<file path="src/rtl/mult_bus_pkg.sv">
// Shared state encoding and peripheral register map for the multiplier bus master.
// Timeout polling is compiled in only when MULT_BUS_TIMEOUT_EN is defined.
package mult_bus_pkg;

  typedef enum logic [3:0] {
    IDLE,
    WR_A,
    WR_B,
    WR_INIT1,
    POLL_RD,
    POLL_CHK,
    RES_RD,
    RES_CAP,
    WR_INIT0
  } state_t;

  localparam logic [4:0] REG_A    = 5'h04;
  localparam logic [4:0] REG_B    = 5'h08;
  localparam logic [4:0] REG_INIT = 5'h0C;
  localparam logic [4:0] REG_RES  = 5'h10;
  localparam logic [4:0] REG_DONE = 5'h14;

  localparam logic [15:0] INIT_SET = 16'h0001;
  localparam logic [15:0] INIT_CLR = 16'h0000;

  localparam int POLL_MAX_DEF = 255;

endpackage

</file>
<file path="src/rtl/mult_bus_poll_cnt.sv">
// Done-poll counter; hit flags the increment that reaches POLL_MAX.
// Instantiated only when MULT_BUS_TIMEOUT_EN is defined.
module mult_bus_poll_cnt #(
  parameter int POLL_MAX = 255
) (
  input  logic clk,
  input  logic reset,
  input  logic clr,
  input  logic inc,
  output logic hit
);

  localparam logic [15:0] LAST = 16'(POLL_MAX - 1);

  logic [15:0] cnt;

  always_ff @(posedge clk or posedge reset) begin
    if (reset) begin
      cnt <= '0;
    end else if (clr) begin
      cnt <= '0;
    end else if (inc) begin
      cnt <= cnt + 16'd1;
    end
  end

  assign hit = inc && (cnt == LAST);

endmodule

</file>
<file path="src/rtl/mult_bus_master.sv">
// Runs one multiply transaction on the peripheral bus per accepted start.
// Define MULT_BUS_TIMEOUT_EN to bound done polling by POLL_MAX.
module mult_bus_master
  import mult_bus_pkg::*;
#(
  parameter logic [4:0] ADDR_A    = REG_A,
  parameter logic [4:0] ADDR_B    = REG_B,
  parameter logic [4:0] ADDR_INIT = REG_INIT,
  parameter logic [4:0] ADDR_RES  = REG_RES,
  parameter logic [4:0] ADDR_DONE = REG_DONE,
  parameter int         POLL_MAX  = POLL_MAX_DEF
) (
  input  logic        clk,
  input  logic        reset,
  input  logic        start,
  input  logic [15:0] op_a,
  input  logic [15:0] op_b,
  output logic        busy,
  output logic        valid,
  output logic [31:0] result,
  output logic        timeout_err,
  output logic        cs,
  output logic [4:0]  addr,
  output logic        rd,
  output logic        wr,
  output logic [15:0] d_out,
  input  logic [31:0] d_in
);

  if (POLL_MAX < 1 || POLL_MAX > 65535) begin : g_bad_poll_max
    $error("mult_bus_master: POLL_MAX out of range");
  end

  state_t      state;
  logic [15:0] a_q;
  logic [15:0] b_q;
  logic        done;

  assign done = d_in[0];

`ifdef MULT_BUS_TIMEOUT_EN
  logic poll_clr;
  logic poll_inc;
  logic poll_hit;
  logic timed_out;

  assign poll_clr = (state == IDLE) && start;
  assign poll_inc = (state == POLL_CHK) && !done;

  mult_bus_poll_cnt #(
    .POLL_MAX(POLL_MAX)
  ) u_poll_cnt (
    .clk  (clk),
    .reset(reset),
    .clr  (poll_clr),
    .inc  (poll_inc),
    .hit  (poll_hit)
  );
`else
  assign timeout_err = 1'b0;
`endif

  always_ff @(posedge clk or posedge reset) begin
    if (reset) begin
      state  <= IDLE;
      a_q    <= '0;
      b_q    <= '0;
      busy   <= 1'b0;
      valid  <= 1'b0;
      result <= '0;
`ifdef MULT_BUS_TIMEOUT_EN
      timed_out   <= 1'b0;
      timeout_err <= 1'b0;
`endif
    end else begin
      valid <= 1'b0;
      unique case (state)
        IDLE: begin
          if (start) begin
            a_q   <= op_a;
            b_q   <= op_b;
            busy  <= 1'b1;
            state <= WR_A;
`ifdef MULT_BUS_TIMEOUT_EN
            timed_out   <= 1'b0;
            timeout_err <= 1'b0;
`endif
          end
        end
        WR_A:     state <= WR_B;
        WR_B:     state <= WR_INIT1;
        WR_INIT1: state <= POLL_RD;
        POLL_RD:  state <= POLL_CHK;
        // d_in here is the reply to the strobe of the previous cycle
        POLL_CHK: begin
          if (done) begin
            state <= RES_RD;
          end
`ifdef MULT_BUS_TIMEOUT_EN
          else if (poll_hit) begin
            result    <= '0;
            timed_out <= 1'b1;
            state     <= WR_INIT0;
          end
`endif
          else begin
            state <= POLL_RD;
          end
        end
        RES_RD: state <= RES_CAP;
        RES_CAP: begin
          result <= d_in;
          state  <= WR_INIT0;
        end
        WR_INIT0: begin
          busy  <= 1'b0;
          valid <= 1'b1;
          state <= IDLE;
`ifdef MULT_BUS_TIMEOUT_EN
          timeout_err <= timed_out;
`endif
        end
        default: state <= IDLE;
      endcase
    end
  end

  always_comb begin
    cs    = 1'b0;
    rd    = 1'b0;
    wr    = 1'b0;
    addr  = '0;
    d_out = '0;
    unique case (state)
      WR_A: begin
        cs    = 1'b1;
        wr    = 1'b1;
        addr  = ADDR_A;
        d_out = a_q;
      end
      WR_B: begin
        cs    = 1'b1;
        wr    = 1'b1;
        addr  = ADDR_B;
        d_out = b_q;
      end
      WR_INIT1: begin
        cs    = 1'b1;
        wr    = 1'b1;
        addr  = ADDR_INIT;
        d_out = INIT_SET;
      end
      POLL_RD: begin
        cs   = 1'b1;
        rd   = 1'b1;
        addr = ADDR_DONE;
      end
      RES_RD: begin
        cs   = 1'b1;
        rd   = 1'b1;
        addr = ADDR_RES;
      end
      WR_INIT0: begin
        cs    = 1'b1;
        wr    = 1'b1;
        addr  = ADDR_INIT;
        d_out = INIT_CLR;
      end
      default: ;
    endcase
  end

endmodule
</file>
<file path="config.mk">
export PLATFORM = sky130hd
export DESIGN_NAME = mult_bus_master
export DESIGN_NICKNAME = d
export VERILOG_FILES = /design/src/rtl/mult_bus_pkg.sv /design/src/rtl/mult_bus_poll_cnt.sv /design/src/rtl/mult_bus_master.sv
export SDC_FILE = /design/constraint.sdc
export NUM_CORES = 1
export LEC_CHECK = 0
export ABC_AREA = 1
export BUFFER_PORTS_ARGS = -buffer_cell sky130_fd_sc_hd__buf_2
export CAP_MARGIN = 40
export CORE_ASPECT_RATIO = 1.75
export CORE_MARGIN = 2
export CORE_UTILIZATION = 44
export DETAILED_ROUTE_END_ITERATION = 12
export GPL_ROUTABILITY_DRIVEN = 0
export PLACE_DENSITY = 0.87
export SKIP_LAST_GASP = 1
export SYNTH_ARGS = -nofsm -noshare
export SYNTH_HDL_FRONTEND = slang
export SYNTH_SLANG_ARGS = --single-unit
</file>
<file path="constraint.sdc">
create_clock -name clk -period 2.2 [get_ports clk]
set_input_delay 0.33 -clock clk [delete_from_list [all_inputs] [get_ports clk]]
set_output_delay 0.33 -clock clk [all_outputs]
set_load 0.005 [all_outputs]
</file>
* Yosys cells after proc, flatten, opt, wreduce, memory -nomap -nowiden
Cells that the tools add are included.
** Storage, ports and cells
- Logic and storage cells :: 34
- Flip-flop bits (word level) :: 70
** Cells by class
- Reductions and logical operators :: 8
- Eq/ne operators :: 9
- Mux-type cells :: 11
** Operator list (number)
- $pmux 16 s3 :: 1
- $pmux 4 s8 :: 1
- $pmux 5 s5 :: 1
- $eq 4x3->1 const B :: 4
- $eq 4x2->1 const B :: 2
- $reduce_or 6->1 :: 1
- $mux 1 :: 5
- $eq 4x1->1 const B :: 1
- $eq 4x4->1 const B :: 1
- $logic_not 4->1 :: 1
- $mux 4 :: 1
- $reduce_and 2->1 :: 2
- $reduce_or 2->1 :: 2
- $reduce_or 4->1 :: 1
- $mux 2 :: 1
- $ne 2x2->1 const B :: 1
- $pmux 1 s2 :: 1
- $reduce_bool 2->1 :: 1

* Depth between registers and ports, before layout
- Word-level depth :: 3
- Gate-level depth with buffers :: 7

* Worst setup path before layout
No wires, ideal clock.
- Kind :: register to output
- Start :: register state[0]
- End :: output port d_out[10]
- Path buffers :: 1
- Stages on the path, launching flop included :: 7
- Data arrival time :: 1.075 ns
- Required time :: 1.870 ns
- Path slack :: 0.795 ns
- Cell sequence :: dfrtp_1 inv_1 nand2_1 nor2_4 buf_6 nand2_1 nand2_1
** On the way
- Cells in the longest elaborated chain, start to end :: 2
- Elaborated cells between the ends (all ways) :: 4
- Those cells by class :: eq/ne (3); mux (1)
** RTL lines
- from (decl) :: line mult_bus_master.sv:34 : state_t state;
- from (signal assigned) :: line mult_bus_master.sv:65 : state <= IDLE;
- from (signal assigned) :: line mult_bus_master.sv:83 : state <= WR_A;
- from (signal assigned) :: line mult_bus_master.sv:90 : WR_A: state <= WR_B;
- $eq 4x2->1 or $eq 4x1->1 (tied branches) :: line mult_bus_master.sv:134 : unique case (state)
- $pmux 16 s3 * :: line mult_bus_master.sv:134
- to (decl) :: line mult_bus_master.sv:26 : output logic [15:0] d_out,
Mark *: on every way between the ends. The rest lies on a longest branch, timed or not.

* Worst setup path after layout
- Start :: register state[3]
- End :: output port d_out[14]
Same word-level chain as after synthesis.

==> metrics.txt <==
max-cap violation count 0; CP arrival 1.72 ns; CTS tree built; # DRC 0; sequential area share after synthesis 55.6%; worst path buffer plus inverter count 2; core box area 0.00691 mm^2; First DRT Iteration DRCs 153; reg-to-reg slack, setup 0.57 ns; pin count of the biggest net entering global routing 40; fin crit share 93.0%; worst hold path class primary input to async pin; post-synthesis mux area share 0%; grt ovf 0; Setup crit end kind output port; CP Cell Sequence inv_2 > nand2_4 > nor2_4 > nand2_1 > nand2_1 > buf_2; clock tree sinks 70; die area 0.00788 mm^2; clk_lat worst skew 0.33 ns; Total Power 5820 uW; switching pwr 2210 uW; Synth Warn # 0; CP required 1.87 ns; synthesized flop and latch total 70; row count 40; initial core utilization 45.6%; Die H 116 um; P per Cell Area 1440 mW/mm^2; CP Class flop to output port; Worst setup SP type flop; Synth Instances 381; Mapped Avg Cell Area 8.27 um^2; H-tree levels 3; Post-CTS Hold Buffers 0; Max Transition Viols Final 0; fill count 621; Routed WL per cell 13.5 um; Post-Syn Area 0.00315 mm^2; Clk pwr share 22.7%; status completed; Net Sw Frac 37.9%; Post-Synth XOR/XNOR Area 0%; adder-cell share of the synthesized area 0%; Critical Path Max Stage Delay 0.46 ns; CP top delay family simple AND/OR/NAND/NOR gates; antenna violations before repair 0; routed via count 2886; Leak 0.00236 uW; skew final 0.00405 ns; detailed-placement wirelength estimate 5720 um; P&R area growth vs syn 28.1%; number of synthesized flops with an enable pin 0; fmax 489 MHz; FF-to-FF path depth 4; Synth Area in Compound Gates 1.03%; # Post-CTS Setup Buffers 0; ANT nets after route 0; global-route usage over all layers 21.8%; clock buffer depth 2; total wire length 7890 um; clock root buffer clkbuf_16; Pint 3610 uW; CP dominant cell by count nand2_1; total CTS buffers 9; average via count per standard cell 4.95; Max VDD drop 0.864 mV; largest fanout on the critical path 18; Final Hold Vio Count 0; Yosys cell types 22; FF-to-FF Start state[0]; Net count, final 563; IO Port Bufs 122; vias in the first global route 2839; Worst-Margin Slew 0.650 ns; asr flop ratio synth 100%; drt pass-1 iters 4; largest family of logic cells by synthesized area simple AND/OR/NAND/NOR gates; setup repair after global routing missed its margin false; Ant. Diodes 0; Reg clk slew, reported paths 0.05 ns; Gate power share 38.2%; CP max-delay cell dfrtp_1; Post-Synth Simple-Gate Area 37.1%; final setup fails 0; Tmin final 2.05 ns; part of the power in registers 39.0%; io pins 126; fraction of layout cells with a size suffix above 1 30.7%; final setup TNS 0 ns; Max transition margin 56.6%; reg-to-reg endpoint a_q[1]; Post-synth top flop dfrtp_1; die span in x 68.0 um; post-cts sizing count 0; first-pass GRT wire length 12800 um
[how the worst max path moves through the flow]
| stage | start | endpoint | slack (ns) | cells after the start |
|---|---|---|---|---|
| floorplan | reset | a_q[0] | 0.10 | 1 |
| global placement | state[3] | d_out[12] | 0.56 | 6 |
| detailed placement | state[3] | d_out[14] | 0.51 | 6 |
| CTS | state[3] | d_out[14] | 0.14 | 6 |
| global route | state[0] | d_out[12] | 0.02 | 6 |
| finish | state[3] | d_out[14] | 0.15 | 6 |
[kinds of logic (layout without fill, tap and decap cells)]
group / after synthesis / in the layout
and+or+nand+nor: 271 / 271
DFF: 70 / 70
buffers and inverters: 34 / 150
AOI/OAI and AO/OA: 5 / 5
other: 1 / 3
[synth_stat cells (2+ instances only)]
cell | instances | share of area [%]
nand2_1 | 216 | 26
dfrtp_1 | 70 | 56
nand4_1 | 32 | 6.4
buf_2 | 13 | 2.1
nor2_1 | 10 | 1.2
inv_1 | 6 | 0.71
buf_6 | 5 | 1.8
nor2_4 | 5 | 1.8
buf_4 | 3 | 0.71
clkbuf_1 | 3 | 0.36
inv_2 | 2 | 0.24
nand2_2 | 2 | 0.40
nand2_4 | 2 | 0.71
nand3_1 | 2 | 0.32
o211ai_1 | 2 | 0.48
o21ai_0 | 2 | 0.32
[cell usage in the layout (no fill, tap or decap)]
cell type,count
buf_4,3
buf_2,122
o211ai_1,2
inv_4,1
nand2_4,2
nor2_4,5
clkinv_1,1
nand2_1,216
inv_2,3
o21ai_0,2
nand3_2,1
nand3b_1,1
dfrtp_1,70
clkbuf_8,3
clkbuf_1,1
nand4_1,32
nor2_1,10
o21bai_1,1
clkinv_2,1
nand3_1,2
clkbuf_16,9
nand2_2,2
buf_12,1
inv_1,5
conb_1,3
[layer usage]
layer	vias to the layer above	routed length, um	global-route usage, %
li1	1419	-	-
met1	1343	3040	24.4
met2	108	4170	37.4
met3	16	478	6.60
met4	0	200	9.33
met5	-	0	0
[cell type report]
cell class / count / area (um^2) / share of cell area, %
clock buffers: 13 / 270 / 6.70
clock inverters: 1 / 5.00 / 0.124
inverters: 10 / 40.0 / 0.992
multi-input cells: 279 / 1210 / 30.0
flip-flops and latches: 70 / 1750 / 43.4
well taps: 84 / 105 / 2.60
repair buffers: 126 / 653 / 16.2
[power groups by stage]
stage	combinational (uW)	clock [uW]	sequential (uW)
finish	2230	1320	2270
global route	2540	1400	2350
CTS	2270	1350	2270
detailed placement	2260	0	2270
global placement	2180	0	2260
floorplan	1430	0	2250
[through the flow]
step	hold WS (ns)	setup WS [ns]	cells	instance area [um^2]	util, %
4_1_cts	0.0988	0.144	583	4040	58.4
5_1_grt	0.146	0.0208	583	4040	58.4
6_report	0.0871	0.154	583	4040	58.4
3_5_place_dp	0.460	0.508	569	3760	54.5
2_1_floorplan	0.440	0.102	383	3160	-
3_3_place_gp	0.445	0.556	569	3760	54.5
[registers in the layout, indices dropped and copies added, names as in the netlist]
signal	flops
a_q	16
result	32
state	4
b_q	16
busy	1
valid	1
(Power assumes the default switching activity.)
